**config.mk**
```make
export PLATFORM = sky130hd
export DESIGN_NAME = ft600_slv_fifo_resp
export DESIGN_NICKNAME = d
export VERILOG_FILES = /design/src/rtl/ft600_slv_pkg.sv /design/src/rtl/ft600_slv_fifo_resp_fifo.sv /design/src/rtl/ft600_slv_fifo_resp.sv
export SDC_FILE = /design/constraint.sdc
export NUM_CORES = 2
export LEC_CHECK = 0
export BUFFER_PORTS_ARGS = -buffer_cell sky130_fd_sc_hd__buf_2
export CAP_MARGIN = 20
export CORE_ASPECT_RATIO = 1.2
export CORE_MARGIN = 2
export CORE_UTILIZATION = 35
export CTS_CLUSTER_DIAMETER = 100
export DETAILED_ROUTE_END_ITERATION = 12
export SETUP_SLACK_MARGIN = 0.05
export SYNTH_ARGS = -nofsm -noshare
export SYNTH_HDL_FRONTEND = slang
export SYNTH_SLANG_ARGS = --single-unit
export TNS_END_PERCENT = 5
```
**constraint.sdc**
```tcl
create_clock -name clk -period 8.44 [get_ports clk]
set_input_delay 0.844 -clock clk [delete_from_list [all_inputs] [get_ports clk]]
set_output_delay 0.844 -clock clk [all_outputs]
set_load 0.01 [all_outputs]
```
**src/rtl/ft600_slv_pkg.sv**
```systemverilog
// Shared types and constants for the FT600 245-sync FIFO responder.
package ft600_slv_pkg;

    localparam int unsigned DATA_W  = 32;
    localparam int unsigned BE_W    = 4;
    localparam int unsigned ENTRY_W = BE_W + DATA_W;

    localparam logic [BE_W-1:0]   BE_FULL   = 4'hF;
    localparam logic [DATA_W-1:0] IDLE_DATA = 32'hFFFF_FFFF;

    typedef enum logic [2:0] {
        IDLE = 3'b001,
        RD   = 3'b010,
        WR   = 3'b100
    } state_t;

    typedef struct packed {
        logic [BE_W-1:0]   be;
        logic [DATA_W-1:0] data;
    } entry_t;

endpackage

```
**src/rtl/ft600_slv_fifo_resp_fifo.sv**
```systemverilog
// Synchronous FIFO, one push and one pop per cycle, with a registered head entry.
module slv_sync_fifo #(
    parameter int unsigned AW = 4,
    parameter int unsigned W  = 36
) (
    input  logic         clk,
    input  logic         rst_n,
    input  logic         push,
    input  logic [W-1:0] push_data,
    input  logic         pop,
    output logic [W-1:0] head,
    output logic [AW:0]  count_nxt_c
);
    localparam int unsigned DEPTH = 2 ** AW;

    logic [W-1:0]  mem [DEPTH];
    logic [AW-1:0] wr_ptr;
    logic [AW-1:0] rd_ptr;
    logic [AW-1:0] rd_ptr_nxt;
    logic [AW:0]   count;
    logic [AW:0]   cnt_after_pop;
    logic          full;
    logic          empty;
    logic          push_ok;
    logic          pop_ok;

    always_comb begin
        full          = (count == (AW+1)'(DEPTH));
        empty         = (count == '0);
        push_ok       = push & ~full;
        pop_ok        = pop & ~empty;
        rd_ptr_nxt    = pop_ok ? rd_ptr + AW'(1) : rd_ptr;
        cnt_after_pop = count - (AW+1)'(pop_ok);
        count_nxt_c   = cnt_after_pop + (AW+1)'(push_ok);
    end

    always_ff @(posedge clk) begin
        if (push_ok) begin
            mem[wr_ptr] <= push_data;
        end
    end

    // Head is prefetched: an entry written into an otherwise empty FIFO bypasses the array.
    always_ff @(posedge clk) begin
        if (!rst_n) begin
            wr_ptr <= '0;
            rd_ptr <= '0;
            count  <= '0;
            head   <= '0;
        end else begin
            if (push_ok) begin
                wr_ptr <= wr_ptr + AW'(1);
            end
            rd_ptr <= rd_ptr_nxt;
            count  <= count_nxt_c;
            head   <= (cnt_after_pop == '0) ? push_data : mem[rd_ptr_nxt];
        end
    end

endmodule

```
**src/rtl/ft600_slv_fifo_resp.sv**
```systemverilog
// FT600 245-sync FIFO chip-side responder with RX/TX buffering and protocol checking.
// Optional forced flag stalls are enabled by defining FT600_SLV_STALL_EN.
module ft600_slv_fifo_resp
    import ft600_slv_pkg::*;
#(
    parameter int unsigned AW           = 4,
    parameter int unsigned STALL_PERIOD = 64,
    parameter int unsigned STALL_LEN    = 5
) (
    input  logic                clk,
    input  logic                rst_n,
    input  logic                wr_n,
    input  logic                rd_n,
    input  logic                oe_n,
    input  logic                dt_oe_n,
    input  logic [DATA_W-1:0]   mst_data,
    input  logic [BE_W-1:0]     mst_be,
    output logic [DATA_W-1:0]   slv_data,
    output logic [BE_W-1:0]     slv_be,
    output logic                rxf_n,
    output logic                txe_n,
    input  logic                h_rx_vld,
    input  logic [ENTRY_W-1:0]  h_rx_dat,
    output logic                h_rx_rdy,
    output logic                h_tx_vld,
    output logic [ENTRY_W-1:0]  h_tx_dat,
    input  logic                h_tx_rdy,
    output logic                short_pkt,
    output logic                proto_err
);
    localparam int unsigned DEPTH = 2 ** AW;

    state_t             state;
    state_t             state_nxt;
    logic               rd_acc;
    logic               wr_acc;
    logic               err_c;
    logic               stall_c;
    logic [ENTRY_W-1:0] rx_head_raw;
    entry_t             rx_head;
    entry_t             tx_in;
    logic [AW:0]        rx_cnt_nxt;
    logic [AW:0]        tx_cnt_nxt;

    assign rd_acc  = ~rd_n & ~oe_n & ~rxf_n;
    assign wr_acc  = ~wr_n & ~txe_n;
    assign err_c   = (~wr_n & ~oe_n) | (~dt_oe_n & ~oe_n) | (~rd_n & oe_n);
    assign rx_head = entry_t'(rx_head_raw);
    assign tx_in   = '{be: mst_be, data: mst_data};

    slv_sync_fifo #(.AW(AW), .W(ENTRY_W)) u_rx_fifo (
        .clk         (clk),
        .rst_n       (rst_n),
        .push        (h_rx_vld & h_rx_rdy),
        .push_data   (h_rx_dat),
        .pop         (rd_acc),
        .head        (rx_head_raw),
        .count_nxt_c (rx_cnt_nxt)
    );

    slv_sync_fifo #(.AW(AW), .W(ENTRY_W)) u_tx_fifo (
        .clk         (clk),
        .rst_n       (rst_n),
        .push        (wr_acc),
        .push_data   (tx_in),
        .pop         (h_tx_vld & h_tx_rdy),
        .head        (h_tx_dat),
        .count_nxt_c (tx_cnt_nxt)
    );

`ifdef FT600_SLV_STALL_EN
    localparam int unsigned SW = (STALL_PERIOD > 1) ? $clog2(STALL_PERIOD) : 1;
    logic [SW-1:0] stall_cnt;

    always_ff @(posedge clk) begin
        if (!rst_n) begin
            stall_cnt <= '0;
        end else if (stall_cnt == SW'(STALL_PERIOD - 1)) begin
            stall_cnt <= '0;
        end else begin
            stall_cnt <= stall_cnt + SW'(1);
        end
    end

    assign stall_c = (stall_cnt < SW'(STALL_LEN));
`else
    // Stall parameters only shape the stall build; here they fold to a constant zero.
    assign stall_c = 1'b0 & (STALL_LEN > STALL_PERIOD);
`endif

    always_ff @(posedge clk) begin
        if (!rst_n) begin
            state <= IDLE;
        end else begin
            state <= state_nxt;
        end
    end

    // Conflicting oe_n/wr_n in IDLE holds the FSM; the error flag records it.
    always_comb begin
        state_nxt = state;
        case (state)
            IDLE: begin
                if (!oe_n && !wr_n) begin
                    state_nxt = IDLE;
                end else if (!oe_n) begin
                    state_nxt = RD;
                end else if (!wr_n) begin
                    state_nxt = WR;
                end
            end
            RD:      if (oe_n) state_nxt = IDLE;
            WR:      if (wr_n) state_nxt = IDLE;
            default: state_nxt = IDLE;
        endcase
    end

    always_ff @(posedge clk) begin
        if (!rst_n) begin
            rxf_n     <= 1'b1;
            txe_n     <= 1'b1;
            slv_data  <= IDLE_DATA;
            slv_be    <= BE_FULL;
            h_rx_rdy  <= 1'b0;
            h_tx_vld  <= 1'b0;
            short_pkt <= 1'b0;
            proto_err <= 1'b0;
        end else begin
            rxf_n     <= (rx_cnt_nxt == '0) | (state == WR) | stall_c;
            txe_n     <= (tx_cnt_nxt == (AW+1)'(DEPTH)) | (state == RD) | stall_c;
            h_rx_rdy  <= (rx_cnt_nxt != (AW+1)'(DEPTH));
            h_tx_vld  <= (tx_cnt_nxt != '0);
            short_pkt <= wr_acc & (mst_be != BE_FULL);
            proto_err <= proto_err | err_c;
            if (rd_acc) begin
                slv_be   <= rx_head.be;
                slv_data <= rx_head.data;
            end
        end
    end

endmodule

```
==> impl_metrics.env <==
export IMPL_status="complete, no violations"
export IMPL_synth_avg_cell_area_um2=15.8
export IMPL_cts_made_buffers=138
export IMPL_fin_setup_tns_ns=0
export IMPL_crit_arrival_ns=5.40
export IMPL_cp_slowest_stage_delay_ns=0.72
export IMPL_dieArea_um2=165000
export IMPL_maxSlewViolCount=0
export IMPL_synth_ff_latch_count=1295
export IMPL_drtIter0Drc=3731
export IMPL_post_route_period_util_pct=56.0
export IMPL_fill_cells=14545
export IMPL_drive_gt1_share_pct=22.0
export IMPL_crit_slowest_cell="or4_2"
export IMPL_hold_path_class="in -> reg"
export IMPL_tightest_slew_ns=1.11
export IMPL_hold_viol_final=0
export IMPL_yosysSeqAreaShare_pct=66.1
export IMPL_via_count=34312
export IMPL_placementRows=161
export IMPL_critical_path_class="reg -> reg"
export IMPL_syn2layout_area_growth_pct=13.5
export IMPL_portBuffers=157
export IMPL_critical_path_top_delay_family="buffers and inverters"
export IMPL_setup_viol=0
export IMPL_setup_worst_path_start_class="flop"
export IMPL_antenna_found_initial=19
export IMPL_cap_violations=0
export IMPL_place_inst=5646
export IMPL_synth_warnings=0
export IMPL_vias_per_cell=5.81
export IMPL_yosysUniqueCellTypes=71
export IMPL_place_hpwl_um=85400
export IMPL_ir_worst_vdd_mv=0.340
export IMPL_grt_max_degree=139
export IMPL_wl_per_cell_um=27.0
export IMPL_utilization_pct=40.1
export IMPL_die_h_um=445
export IMPL_clock_root_buffer="clkbuf_16"
export IMPL_grt_pass1_vias=34713
export IMPL_crit_fanout=44
export IMPL_slew_headroom_pct=25.2
export IMPL_powerDensity_nw_per_um2=255
export IMPL_clk_pin_slew_ns=0.06
export IMPL_clock_latency_ns=0.76
export IMPL_gp_congestion=0.762
export IMPL_synth_edff_count=1152
export IMPL_crit_chain="or4_2, o21ai_4, buf_4, inv_2, ha_1, ha_1, xnor2_1, nand4_1, buf_4, o21ai_0, a311oi_1, o2bb2ai_1"
export IMPL_grt_pass1_wl_um=232000
export IMPL_end_kind="flop"
export IMPL_drtAntennaViolNets=0
export IMPL_htree_levels=4
export IMPL_syn_instance_count=3576
export IMPL_p_leak_nw=20.7
export IMPL_fp_dieW_um=371
export IMPL_cts_tree="done"
export IMPL_postCtsHoldBufs=0
export IMPL_crit_buf_inv=3
export IMPL_fmax_ghz=0.212
export IMPL_cts_sinks=1295
export IMPL_grtUsageTotal_pct=19.0
export IMPL_critPathRequiredTime_ns=9.11
export IMPL_skew_ns=0.0215
export IMPL_nets=3766
export IMPL_cts_resized_gates=0
export IMPL_syn_cell_area_um2=56700
export IMPL_start_util_pct=35.3
export IMPL_syn_nets=3674
export IMPL_stdcell_count=5904
export IMPL_ys_flop_type="edfxtp_1"
export IMPL_drc=0
export IMPL_rsz0062_at_grt="false"
export IMPL_cts_setup_buffers=0
export IMPL_first_pass_iters=6
export IMPL_io_pins=158
export IMPL_min_period_ns=4.73
export IMPL_ys_async_sr_fraction_pct=0
export IMPL_cts_buffer_depth=3
export IMPL_overflow=0
export IMPL_routed_wl_um=159000
export IMPL_coreArea_um2=161000
state kept, by name, indices dropped and copies added (netlist names):
signal / cells
h_rx_rdy: 1
h_tx_vld: 1
proto_err: 1
rxf_n: 1
short_pkt: 1
slv_be: 4
slv_data: 32
state: 3
txe_n: 1
u_rx_fifo.count: 5
u_rx_fifo.head: 36
u_rx_fifo.mem: 576
u_rx_fifo.rd_ptr: 4
u_rx_fifo.wr_ptr: 4
u_tx_fifo.count: 5
u_tx_fifo.head: 36
u_tx_fifo.mem: 576
u_tx_fifo.rd_ptr: 4
u_tx_fifo.wr_ptr: 4
stage by stage:
| stage | power (mW) | hold WS [ns] | setup slack (ns) | instance area, µm² |
|---|---|---|---|---|
| detailed placement | 10.7 | 0.425 | 3.51 | 59900 |
| CTS | 16.6 | 0.356 | 3.87 | 64300 |
| floorplan | 9.65 | 0.417 | 3.83 | 56700 |
| global route | 17.0 | 0.400 | 3.58 | 64300 |
| global placement | 10.6 | 0.438 | 3.54 | 59900 |
| finish | 16.4 | 0.405 | 3.71 | 64300 |
final cells by class:
class	instances	area, µm²	area share (%)
Multi-Input combinational cell	1971	18200	28.4
Clock buffer	196	3850	5.99
Sequential cell	1295	37500	58.3
Timing Repair Buffer	242	1460	2.26
Tap cell	2119	2650	4.12
Inverter	20	77.6	0.121
Antenna cell	8	20.0	0.0311
Clock inverter	53	542	0.842
cells by family after synthesis:
group | Yosys count | share of synthesized area [%]
flip-flops | 1295 | 66.1
buffers and inverters | 310 | 2.34
AO/OA/AOI/OAI | 699 | 8.77
adder cells (fa/ha/maj) | 18 | 0.398
multiplexers | 579 | 16.7
AND/OR/NAND/NOR | 652 | 5.33
XOR/XNOR | 23 | 0.369
synth_stat cells (73+ instances only):
master | count | area share, %
nand3_1 | 151 | 1.3
a21oi_1 | 150 | 1.3
nor2_1 | 107 | 0.71
o21ai_0 | 148 | 1.3
mux4_2 | 288 | 11
a311oi_1 | 108 | 1.7
a211oi_1 | 73 | 0.97
nand2_1 | 242 | 1.6
buf_2 | 73 | 0.64
edfxtp_1 | 1152 | 61
mux2i_1 | 254 | 4.5
dfxtp_1 | 143 | 5.1
clkbuf_1 | 178 | 1.2
final timing paths:
check	from	endpoint	slack, ns	cells after the start
hold reg to reg	u_rx_fifo.head[34]$_SDFF_PN0_	slv_be[2]$_SDFFE_PN1P_	0.45	2
setup reg to reg	u_rx_fifo.count[1]$_SDFF_PN0_	u_rx_fifo.head[30]$_SDFF_PN0_	3.71	12
hold / removal	wr_n	state[0]$_SDFFE_PN1P_	0.41	3
setup / recovery	u_rx_fifo.count[1]$_SDFF_PN0_	u_rx_fifo.head[30]$_SDFF_PN0_	3.71	12
cell usage in the layout (no fill, tap or decap), types with 36 or more instances in the layout:
cell       Yosys  routed
a211oi_1      73      73
a21oi_1      150     149
a222oi_1      36      36
a311oi_1     108     108
buf_2         73     156
buf_4          3      83
clkbuf_1     178      43
clkbuf_16      0     141
dfxtp_1      143     137
edfxtp_1    1152    1152
mux2_2        37      37
mux2i_1      254     253
mux4_2       288     288
nand2_1      242     242
nand3_1      151     150
nor2_1       107      83
nor2b_1       45      45
nor3_1        44      36
o2111ai_1     36      36
o21ai_0      148     148
o2bb2ai_1     36      36
o31ai_1       36      36
power by group:
group	internal (mW)	total, mW	switching, mW
Sequential	7.21	7.38	0.164
Combinational	1.23	3.13	1.90
Clock	3.46	5.92	2.46
Total	11.9	16.4	4.53
worst min-delay path, stage by stage:
cell	delay [ns]
buf_2	0.14
o22ai_1	0.08
nand2_1	0.07
layer usage:
metal  track usage [%]  wire length, µm  vias to the layer above
li1                  -                -                    14704
met4              7.36             5600                       14
met1              23.6            61400                    17790
met5                 0               92                        -
met3              3.86            12300                      339
met2              32.5            80000                     1465
No activity file was read; power rests on OpenSTA's default activity.
